==> config.mk <==
export PLATFORM = sky130hd
export DESIGN_NAME = integral_row_sequencer
export DESIGN_NICKNAME = d
export VERILOG_FILES = /design/src/rtl/integral_pkg.sv /design/src/rtl/raster_counter.sv /design/src/rtl/integral_row_sequencer.sv
export SDC_FILE = /design/constraint.sdc
export NUM_CORES = 1
export LEC_CHECK = 0
export CAP_MARGIN = 20
export CORE_MARGIN = 10
export CORE_UTILIZATION = 25
export CTS_BUF_LIST = sky130_fd_sc_hd__clkbuf_2 sky130_fd_sc_hd__clkbuf_4 sky130_fd_sc_hd__clkbuf_8
export CTS_CLUSTER_DIAMETER = 30
export DETAILED_ROUTE_END_ITERATION = 10
export SYNTH_ARGS = -nofsm -noshare
export SYNTH_HDL_FRONTEND = slang
export SYNTH_SLANG_ARGS = --single-unit
export TNS_END_PERCENT = 1
==> constraint.sdc <==
create_clock -name clk_os -period 2.9 [get_ports clk_os]
set_clock_uncertainty 0.15 [all_clocks]
set_input_delay 0.29 -clock clk_os [delete_from_list [all_inputs] [get_ports clk_os]]
set_output_delay 0.29 -clock clk_os [all_outputs]
set_load 0.1 [all_outputs]
==> src/rtl/integral_pkg.sv <==
// Shared definitions for the integral-image row pipeline: controller state
// encoding, counter width helpers and the window edge shared with the row blocks.
package integral_pkg;

    // Window edge; the row blocks must be built with the same value.
    localparam int IWIDTH_DEFAULT = 3;

    typedef enum logic [1:0] {
        ST_IDLE = 2'd0,
        ST_FILL = 2'd1,
        ST_SCAN = 2'd2,
        ST_DONE = 2'd3
    } state_t;

    // Column counter width; never narrower than one bit.
    function automatic int COL_W(input int frame_width);
        return (frame_width > 1) ? $clog2(frame_width) : 1;
    endfunction

    // Row counter width; never narrower than one bit.
    function automatic int ROW_W(input int frame_height);
        return (frame_height > 1) ? $clog2(frame_height) : 1;
    endfunction

endpackage

==> src/rtl/raster_counter.sv <==
// Column/row position counter for a raster scan. Advances on enable, wraps the
// column at the end of a line and the row at the end of the frame.
module raster_counter
    import integral_pkg::*;
#(
    parameter int FRAME_WIDTH  = 320,
    parameter int FRAME_HEIGHT = 240,
    localparam int CW = COL_W(FRAME_WIDTH),
    localparam int RW = ROW_W(FRAME_HEIGHT)
) (
    input  logic          clk_i,
    input  logic          rst_i,
    input  logic          en_i,
    input  logic          clr_i,
    output logic [CW-1:0] col_o,
    output logic [RW-1:0] row_o,
    output logic          last_pixel_o
);

    logic [CW-1:0] col_q;
    logic [RW-1:0] row_q;
    logic          line_end;
    logic          frame_end;

    assign line_end     = (col_q == CW'(FRAME_WIDTH - 1));
    assign frame_end    = (row_q == RW'(FRAME_HEIGHT - 1));
    assign last_pixel_o = line_end && frame_end;
    assign col_o        = col_q;
    assign row_o        = row_q;

    // Position update: clear has priority over advance; wrap at line/frame end.
    always_ff @(posedge clk_i) begin
        if (rst_i || clr_i) begin
            col_q <= '0;
            row_q <= '0;
        end else if (en_i) begin
            if (line_end) begin
                col_q <= '0;
                row_q <= frame_end ? '0 : row_q + RW'(1);
            end else begin
                col_q <= col_q + CW'(1);
            end
        end
    end

endmodule

==> src/rtl/integral_row_sequencer.sv <==
// Raster-scan controller feeding the integral-image row block chain. Generates
// per-pixel write enables and the first-pixel clear, reports complete
// IWIDTH x IWIDTH windows and holds the source off outside an active frame.
//
// Handshake: a pixel transfers on a cycle where pix_valid and pix_ready are
// both 1; pix_ready never depends on pix_valid, and the source may hold or
// drop pix_valid freely while pix_ready is 0.
module integral_row_sequencer
    import integral_pkg::*;
#(
    parameter int FRAME_WIDTH  = 320,
    parameter int FRAME_HEIGHT = 240,
    parameter int IWIDTH       = IWIDTH_DEFAULT,
    parameter int DATA_WIDTH   = 8,
    localparam int CW = COL_W(FRAME_WIDTH),
    localparam int RW = ROW_W(FRAME_HEIGHT)
) (
    input  logic                  clk_os,
    input  logic                  reset_os,
    input  logic                  frame_start,
    input  logic                  pix_valid,
    input  logic [DATA_WIDTH-1:0] pix_data,
    output logic                  pix_ready,
    output logic                  row_wen,
    output logic                  row_clear,
    output logic [DATA_WIDTH-1:0] row_data,
    output logic                  win_valid,
    output logic [CW-1:0]         win_x,
    output logic [RW-1:0]         win_y,
    output logic                  frame_done,
    output logic                  frame_abort,
    output state_t                dbg_state_o
);

    state_t        state_q;
    logic          win_valid_q;
    logic [CW-1:0] win_x_q;
    logic [RW-1:0] win_y_q;
    logic          frame_done_q;
    logic          frame_abort_q;

    logic [CW-1:0] col;
    logic [RW-1:0] row;
    logic          last_pixel;
    logic          in_frame;
    logic          accept;
    logic          fill_last;
    logic          win_hit;

    raster_counter #(
        .FRAME_WIDTH (FRAME_WIDTH),
        .FRAME_HEIGHT(FRAME_HEIGHT)
    ) u_raster_counter (
        .clk_i       (clk_os),
        .rst_i       (reset_os),
        .en_i        (accept),
        .clr_i       (frame_start),
        .col_o       (col),
        .row_o       (row),
        .last_pixel_o(last_pixel)
    );

    // A restarting frame refuses the pixel offered in the restart cycle.
    assign in_frame  = (state_q == ST_FILL) || (state_q == ST_SCAN);
    assign pix_ready = in_frame && !frame_start && !reset_os;
    assign accept    = pix_valid && pix_ready;

    // Clear and first write share one cycle so no pad entry enters the FIFOs.
    assign row_wen   = accept;
    assign row_clear = accept && (col == '0) && (row == '0);
    assign row_data  = pix_data;

    assign fill_last = (col == CW'(FRAME_WIDTH - 1)) && (row == RW'(IWIDTH - 2));
    assign win_hit   = accept && (state_q == ST_SCAN) && (col >= CW'(IWIDTH - 1));

    assign win_valid   = win_valid_q;
    assign win_x       = win_x_q;
    assign win_y       = win_y_q;
    assign frame_done  = frame_done_q;
    assign frame_abort = frame_abort_q;
    assign dbg_state_o = state_q;

    // Frame FSM plus registered window coordinates and status pulses. DONE lasts
    // a single cycle, so a start seen there is taken on the way out of DONE.
    always_ff @(posedge clk_os) begin
        if (reset_os) begin
            state_q       <= ST_IDLE;
            win_valid_q   <= 1'b0;
            win_x_q       <= '0;
            win_y_q       <= '0;
            frame_done_q  <= 1'b0;
            frame_abort_q <= 1'b0;
        end else begin
            win_valid_q   <= win_hit;
            frame_done_q  <= 1'b0;
            frame_abort_q <= 1'b0;
            if (win_hit) begin
                win_x_q <= col - CW'(IWIDTH - 1);
                win_y_q <= row - RW'(IWIDTH - 1);
            end
            case (state_q)
                ST_IDLE: begin
                    if (frame_start) state_q <= ST_FILL;
                end
                ST_FILL: begin
                    if (frame_start) begin
                        frame_abort_q <= 1'b1;
                    end else if (accept && fill_last) begin
                        state_q <= ST_SCAN;
                    end
                end
                ST_SCAN: begin
                    if (frame_start) begin
                        frame_abort_q <= 1'b1;
                        state_q       <= ST_FILL;
                    end else if (accept && last_pixel) begin
                        frame_done_q <= 1'b1;
                        state_q      <= ST_DONE;
                    end
                end
                ST_DONE: begin
                    state_q <= frame_start ? ST_FILL : ST_IDLE;
                end
                default: state_q <= ST_IDLE;
            endcase
        end
    end

endmodule

==> impl_metrics.toml, run 1 <==
[detailed_routing]
dr_wl_met3_um = 300
wl_um = 4866
wl_met1_um = 2529
drc = 0
ant_nets = 0
drtIter0Drc = 46
viasPerCell = 4.478
topRoutingLayerUsed = "met4"
dr_total_vias = 1603
wl_met2_um = 1958
route.detailed.wl_per_inst_um = 13.59
dr.pass1.iters = 4

[grt]
antenna_found_initial = 0
grt_max_degree = 33
grt_pass1_wl_um = 8073
grt_usage_pct = 7.601
grt_pass1_vias = 1604
grt-ovfl-total = 0

[timing]
period_needed_ns = 2.514
fin_crit_sh_pct = 86.69
final_hold_viol_count = 0
relSlewSlack_pct = 68.91
rsz0062_at_grt = "false"
max_freq_ghz = 0.3978
setup_violations = 0
setup_slack_ns = 0.3859
finalSetupTns_ns = 0
worst_pin_slew_ns = 0.4657
slew_violations = 0

[synthesis]
ys_ff_latch = 39
avgSynthCellArea_um2 = 9.681
ys_types = 50
synth.area.top_cells = "dfxtp_1, ha_1, a211oi_2"
syn_area_um2 = 2285
synthCells = 236
synth_top_area_cell = "dfxtp_1"
ys_seq_area_share_pct = 34.17
postSynthNetCount = 263
synth-warning-count = 0
yosysTopAreaCellShare_pct = 34.17

[placed_design]
pre_cts_slack_ns = 0.4176
dp_hpwl_um = 3677
io_buffers = 28
finalWeightedCongestion = 0.7932

[final_layout]
drive_gt1_share_pct = 27.60
layout_commonest_cell = "dfxtp_1"
antenna_cells = 0
nets = 276
final_cell_mix = "dfxtp_1, nor2_1, buf_4, xnor2_1, ha_1"
area_growth_pct = 15.39

[clocking]
cts_tree = "done"
clkLatencyLatePin_ns = 0.30
root_buffer = "clkbuf_8"
htree_num_levels = 2
clkTransAtPathRegs_ns = 0.08
cts_buffers = 5
max-clock-path-buffers = 2
clock_sinks = 39
ctsResizeCount = 0
postCtsSetupRepairBufs = 0
cts_hold_buf = 0

[critical_path]
r2r_cells = 7
critical_path_class = "flip-flop to output pin"
cp.required_ns = 2.46
worstPathMaxFanout = 13
cp-start-kind = "flip-flop"
endpoint_kind = "output pin"
cp.arrival_ns = 2.07

[floorplan]
die_y_um = 115.6
dieArea_um2 = 13360
rows = 34
start_util_pct = 25.94
die_w_um = 115.6
io_pins = 45
core_um2 = 8806

[power]
powerDensity_nw_per_um2 = 514.0
ir_worst_vdd_mv = 0.4225
leakagePower_uw = 0.001003

[run]
drv_cap = 0

[outcome]
status = "finished clean"

[min_path]
hold_class = "flip-flop to flip-flop"
min_path_cells = 2
-- metal layers --
| layer | GRT usage (%) | vias to the layer above |
|---|---|---|
| met2 | 10.79 | 36 |
| met1 | 10.14 | 747 |
| li1 | - | 813 |
| met3 | 2.532 | 7 |
| met4 | 3.463 | 0 |
| met5 | 0 | - |
-- flip-flops by register name, indices dropped and copies added (netlist names) --
register                count
frame_abort                 1
dbg_state_o                 2
win_x                       9
u_raster_counter.col_o      9
frame_done                  1
win_valid                   1
u_raster_counter.row_o      8
win_y                       8
-- worst max-delay path, cell delays in order, from the launching register on --
cell	delay [ns]
dfxtp_4	0.37
inv_1	0.09
ha_1	0.32
and4bb_4	0.38
nand3_1	0.16
nor3_4	0.24
buf_12	0.20
-- where the power goes --
| part | total (uW) | internal (uW) | switching [uW] |
|---|---|---|---|
| logic | 321 | 96.9 | 224 |
| clock network | 463 | 256 | 206 |
| registers | 571 | 555 | 16.2 |
-- synthesized netlist by cell type, drive strengths merged --
cell and instances:
a211oi 15, a21oi 3, a31o 1, a31oi 1, and2 3, and3 7
and4 2, and4bb 1, buf 22, clkbuf 2, dfxtp 39, ha 15
inv 10, mux2 1, mux2i 3, nand2 13, nand3 6, nand4 4
nand4b 1, nor2 37, nor2b 2, nor3 6, nor3b 2, nor4 3
nor4b 1, o21a 1, o21ai 3, o21bai 1, o221a 1, o31ai 1
o41ai 1, or2 1, or3b 1, or4 1, xnor2 15, xor2 10
-- metrics by stage --
step / hold WS (ns) / utilization, % / total power, uW / area [um2] / cells
2_1_floorplan: 0.2859 / - / 883.4 / 2307 / 236
4_1_cts: 0.3679 / 29.94 / 1375 / 2636 / 358
3_3_place_gp: 0.3485 / 28.66 / 906.8 / 2524 / 350
3_5_place_dp: 0.3457 / 28.66 / 906.5 / 2524 / 350
5_1_grt: 0.4101 / 29.94 / 1412 / 2636 / 358
6_report: 0.3606 / 29.94 / 1355 / 2636 / 358
-- area by class of cell --
cell class,instances,area [um2]
clock buffers,5,68.82
clock inverters,3,43.79
fillers,904,6170
inverters,10,37.54
multi-input cells,163,1280
flip-flops and latches,39,788.3
well taps,108,135.1
repair buffers,30,282.8
-- kinds of logic after synthesis --
kind of cell / count (synthesis) / share of synthesized area, %
AO/OA/AOI/OAI: 28 / 12.82
XOR/XNOR: 25 / 9.584
adder cells (fa/ha/maj): 15 / 8.215
AND/OR/NAND/NOR: 91 / 23.11
flip-flops: 39 / 34.17
multiplexers: 4 / 1.807
buffers and inverters: 34 / 10.30
-- worst paths after layout --
kind | from | endpoint | slack (ns)
max | dbg_state_o[0] | row_clear | 0.39
min | win_x[0] | win_x[0] | 0.36
min reg2reg | win_x[0] | win_x[0] | 0.36
max reg2reg | dbg_state_o[0] | dbg_state_o[0] | 0.58
No activity file was read; power rests on OpenSTA's default activity.
==> inputs of run 2 (changes only) <==
CORE_UTILIZATION = 45   (was 25)
PLACE_DENSITY = 0.71   (was default)
==> impl_metrics.toml, run 2 (synthesis gave the netlist of run 1 again) <==
[critical_path]
endpoint_kind = "output pin"
crit_path_start = "dbg_state_o[0]"
r2r_start = "dbg_state_o[0]"
cp.arrival_ns = 2.08
worstPathMaxFanout = 13
critical_path_class = "flip-flop to output pin"
cpPeakStageDelay_ns = 0.38
cp_cell_sequence = "inv_1, ha_1, and4bb_4, nand3_1, nor3_4, buf_12"
r2r_cells = 7
slowest_stage = "and4bb_4"
cp.required_ns = 2.46
cp-start-kind = "flip-flop"

[floorplan]
rows = 25
io_pins = 45
die_y_um = 91.26
core_um2 = 4817
die_w_um = 91.26
dieArea_um2 = 8327
start_util_pct = 47.43

[power]
intPower_uw = 1005
total_power_uw = 1437
leakagePower_uw = 0.001014
p_sw_share_pct = 30.10
power_frac_seq_pct = 39.7
powerDensity_nw_per_um2 = 551.0
p_sw_uw = 432.7
p_comb_share_pct = 22.2
ir_worst_vdd_mv = 0.4991
p_clk_share_pct = 38.0

[clocking]
clock_sinks = 39
ctsResizeCount = 0
cts_buffers = 5
root_buffer = "clkbuf_8"
clkLatencyLatePin_ns = 0.29
postCtsSetupRepairBufs = 0
clkTransAtPathRegs_ns = 0.08
cts_tree = "done"
cts_hold_buf = 0
max-clock-path-buffers = 2
htree_num_levels = 2

[timing]
relSlewSlack_pct = 66.32
period_needed_ns = 2.522
final_hold_viol_count = 0
rsz0062_at_grt = "false"
max_freq_ghz = 0.3965
finalSetupTns_ns = 0
worst_pin_slew_ns = 0.5013
slew_violations = 0
setup_violations = 0
fin_crit_sh_pct = 86.96

[detailed_routing]
dr_wl_met3_um = 309
route.detailed.wl_per_inst_um = 13.47
dr.pass1.iters = 4
viasPerCell = 4.912
drtIter0Drc = 134
dr_total_vias = 1557
topRoutingLayerUsed = "met4"
wl_met2_um = 1622
drc = 0
ant_nets = 0
wl_um = 4271
wl_met1_um = 2304

[grt]
grt-ovfl-total = 0
antenna_found_initial = 0
grt_pass1_wl_um = 7665
grt_max_degree = 33
grt_pass1_vias = 1547
grt_usage_pct = 11.07

[placed_design]
io_buffers = 28
finalWeightedCongestion = 0.8357
dp_hpwl_um = 3097

[run]
drv_cap = 0

[final_layout]
drive_gt1_share_pct = 27.60
antenna_cells = 0
final-seq-area_um2 = 788.3
multi_input_area_um2 = 1280
nets = 276
fill_cells = 451
area_growth_pct = 14.18
final_cell_mix = "dfxtp_1, nor2_1, buf_4, xnor2_1, ha_1"
layout_commonest_cell = "dfxtp_1"

[min_path]
hold_class = "flip-flop to flip-flop"
min_path_cells = 2
hold_start = "win_x[0]"

[outcome]
status = "finished clean"
-- run 2: cell types whose count changed in the layout (fill, tap and decap cells not counted) --
cell / previous run / this run
clkbuf_4: 0 / 1
bufinv_16: 1 / 2
clkinv_4: 1 / 0
clkinv_2: 1 / 0
-- run 2: critical path: cells and delay by family (launching register included) --
family / cells / cell delay, ns
flops: 1 / 0.37
fa+ha+maj: 1 / 0.32
simple gates: 3 / 0.80
buf+inv: 2 / 0.29
-- run 2: final timing paths --
| kind | endpoint | slack [ns] |
|---|---|---|
| setup / recovery | row_clear | 0.38 |
| hold / removal | win_x[0] | 0.37 |
| setup reg to reg | dbg_state_o[0] | 0.57 |
| hold reg to reg | win_x[0] | 0.37 |
-- run 2: power groups by stage --
stage | Clock, uW | Combinational (uW) | Sequential [uW]
finish | 547 | 319 | 571
detailed placement | 0 | 320 | 583
global route | 585 | 345 | 575
CTS | 558 | 321 | 571
global placement | 0 | 320 | 583
floorplan | 0 | 208 | 675
-- run 2: layer usage --
layer | GRT usage [%] | vias up
met3 | 5.267 | 4
li1 | - | 815
met1 | 14.75 | 697
met5 | 0 | -
met4 | 3.655 | 0
met2 | 15.16 | 41
-- run 2: area by class of cell --
type,instances,area share (%)
tap,67,3.213
inverter,10,1.439
clock buffer,6,2.926
sequential,39,30.22
multi-input combinational,163,49.06
clock inverter,2,2.302
timing repair buffer,30,10.84
-- run 2: per-stage QoR --
step / setup slack, ns / instances / hold slack (ns) / instance area (um2) / util [%]
final: 0.3782 / 317 / 0.3685 / 2609 / 54.16
after global routing: 0.2579 / 317 / 0.3941 / 2609 / 54.16
after detailed placement: 0.4316 / 309 / 0.3518 / 2472 / 51.32
after CTS: 0.3718 / 317 / 0.3702 / 2609 / 54.16
after floorplan: 0.003185 / 236 / 0.2859 / 2307 / -
after global placement: 0.4806 / 309 / 0.3374 / 2472 / 51.32
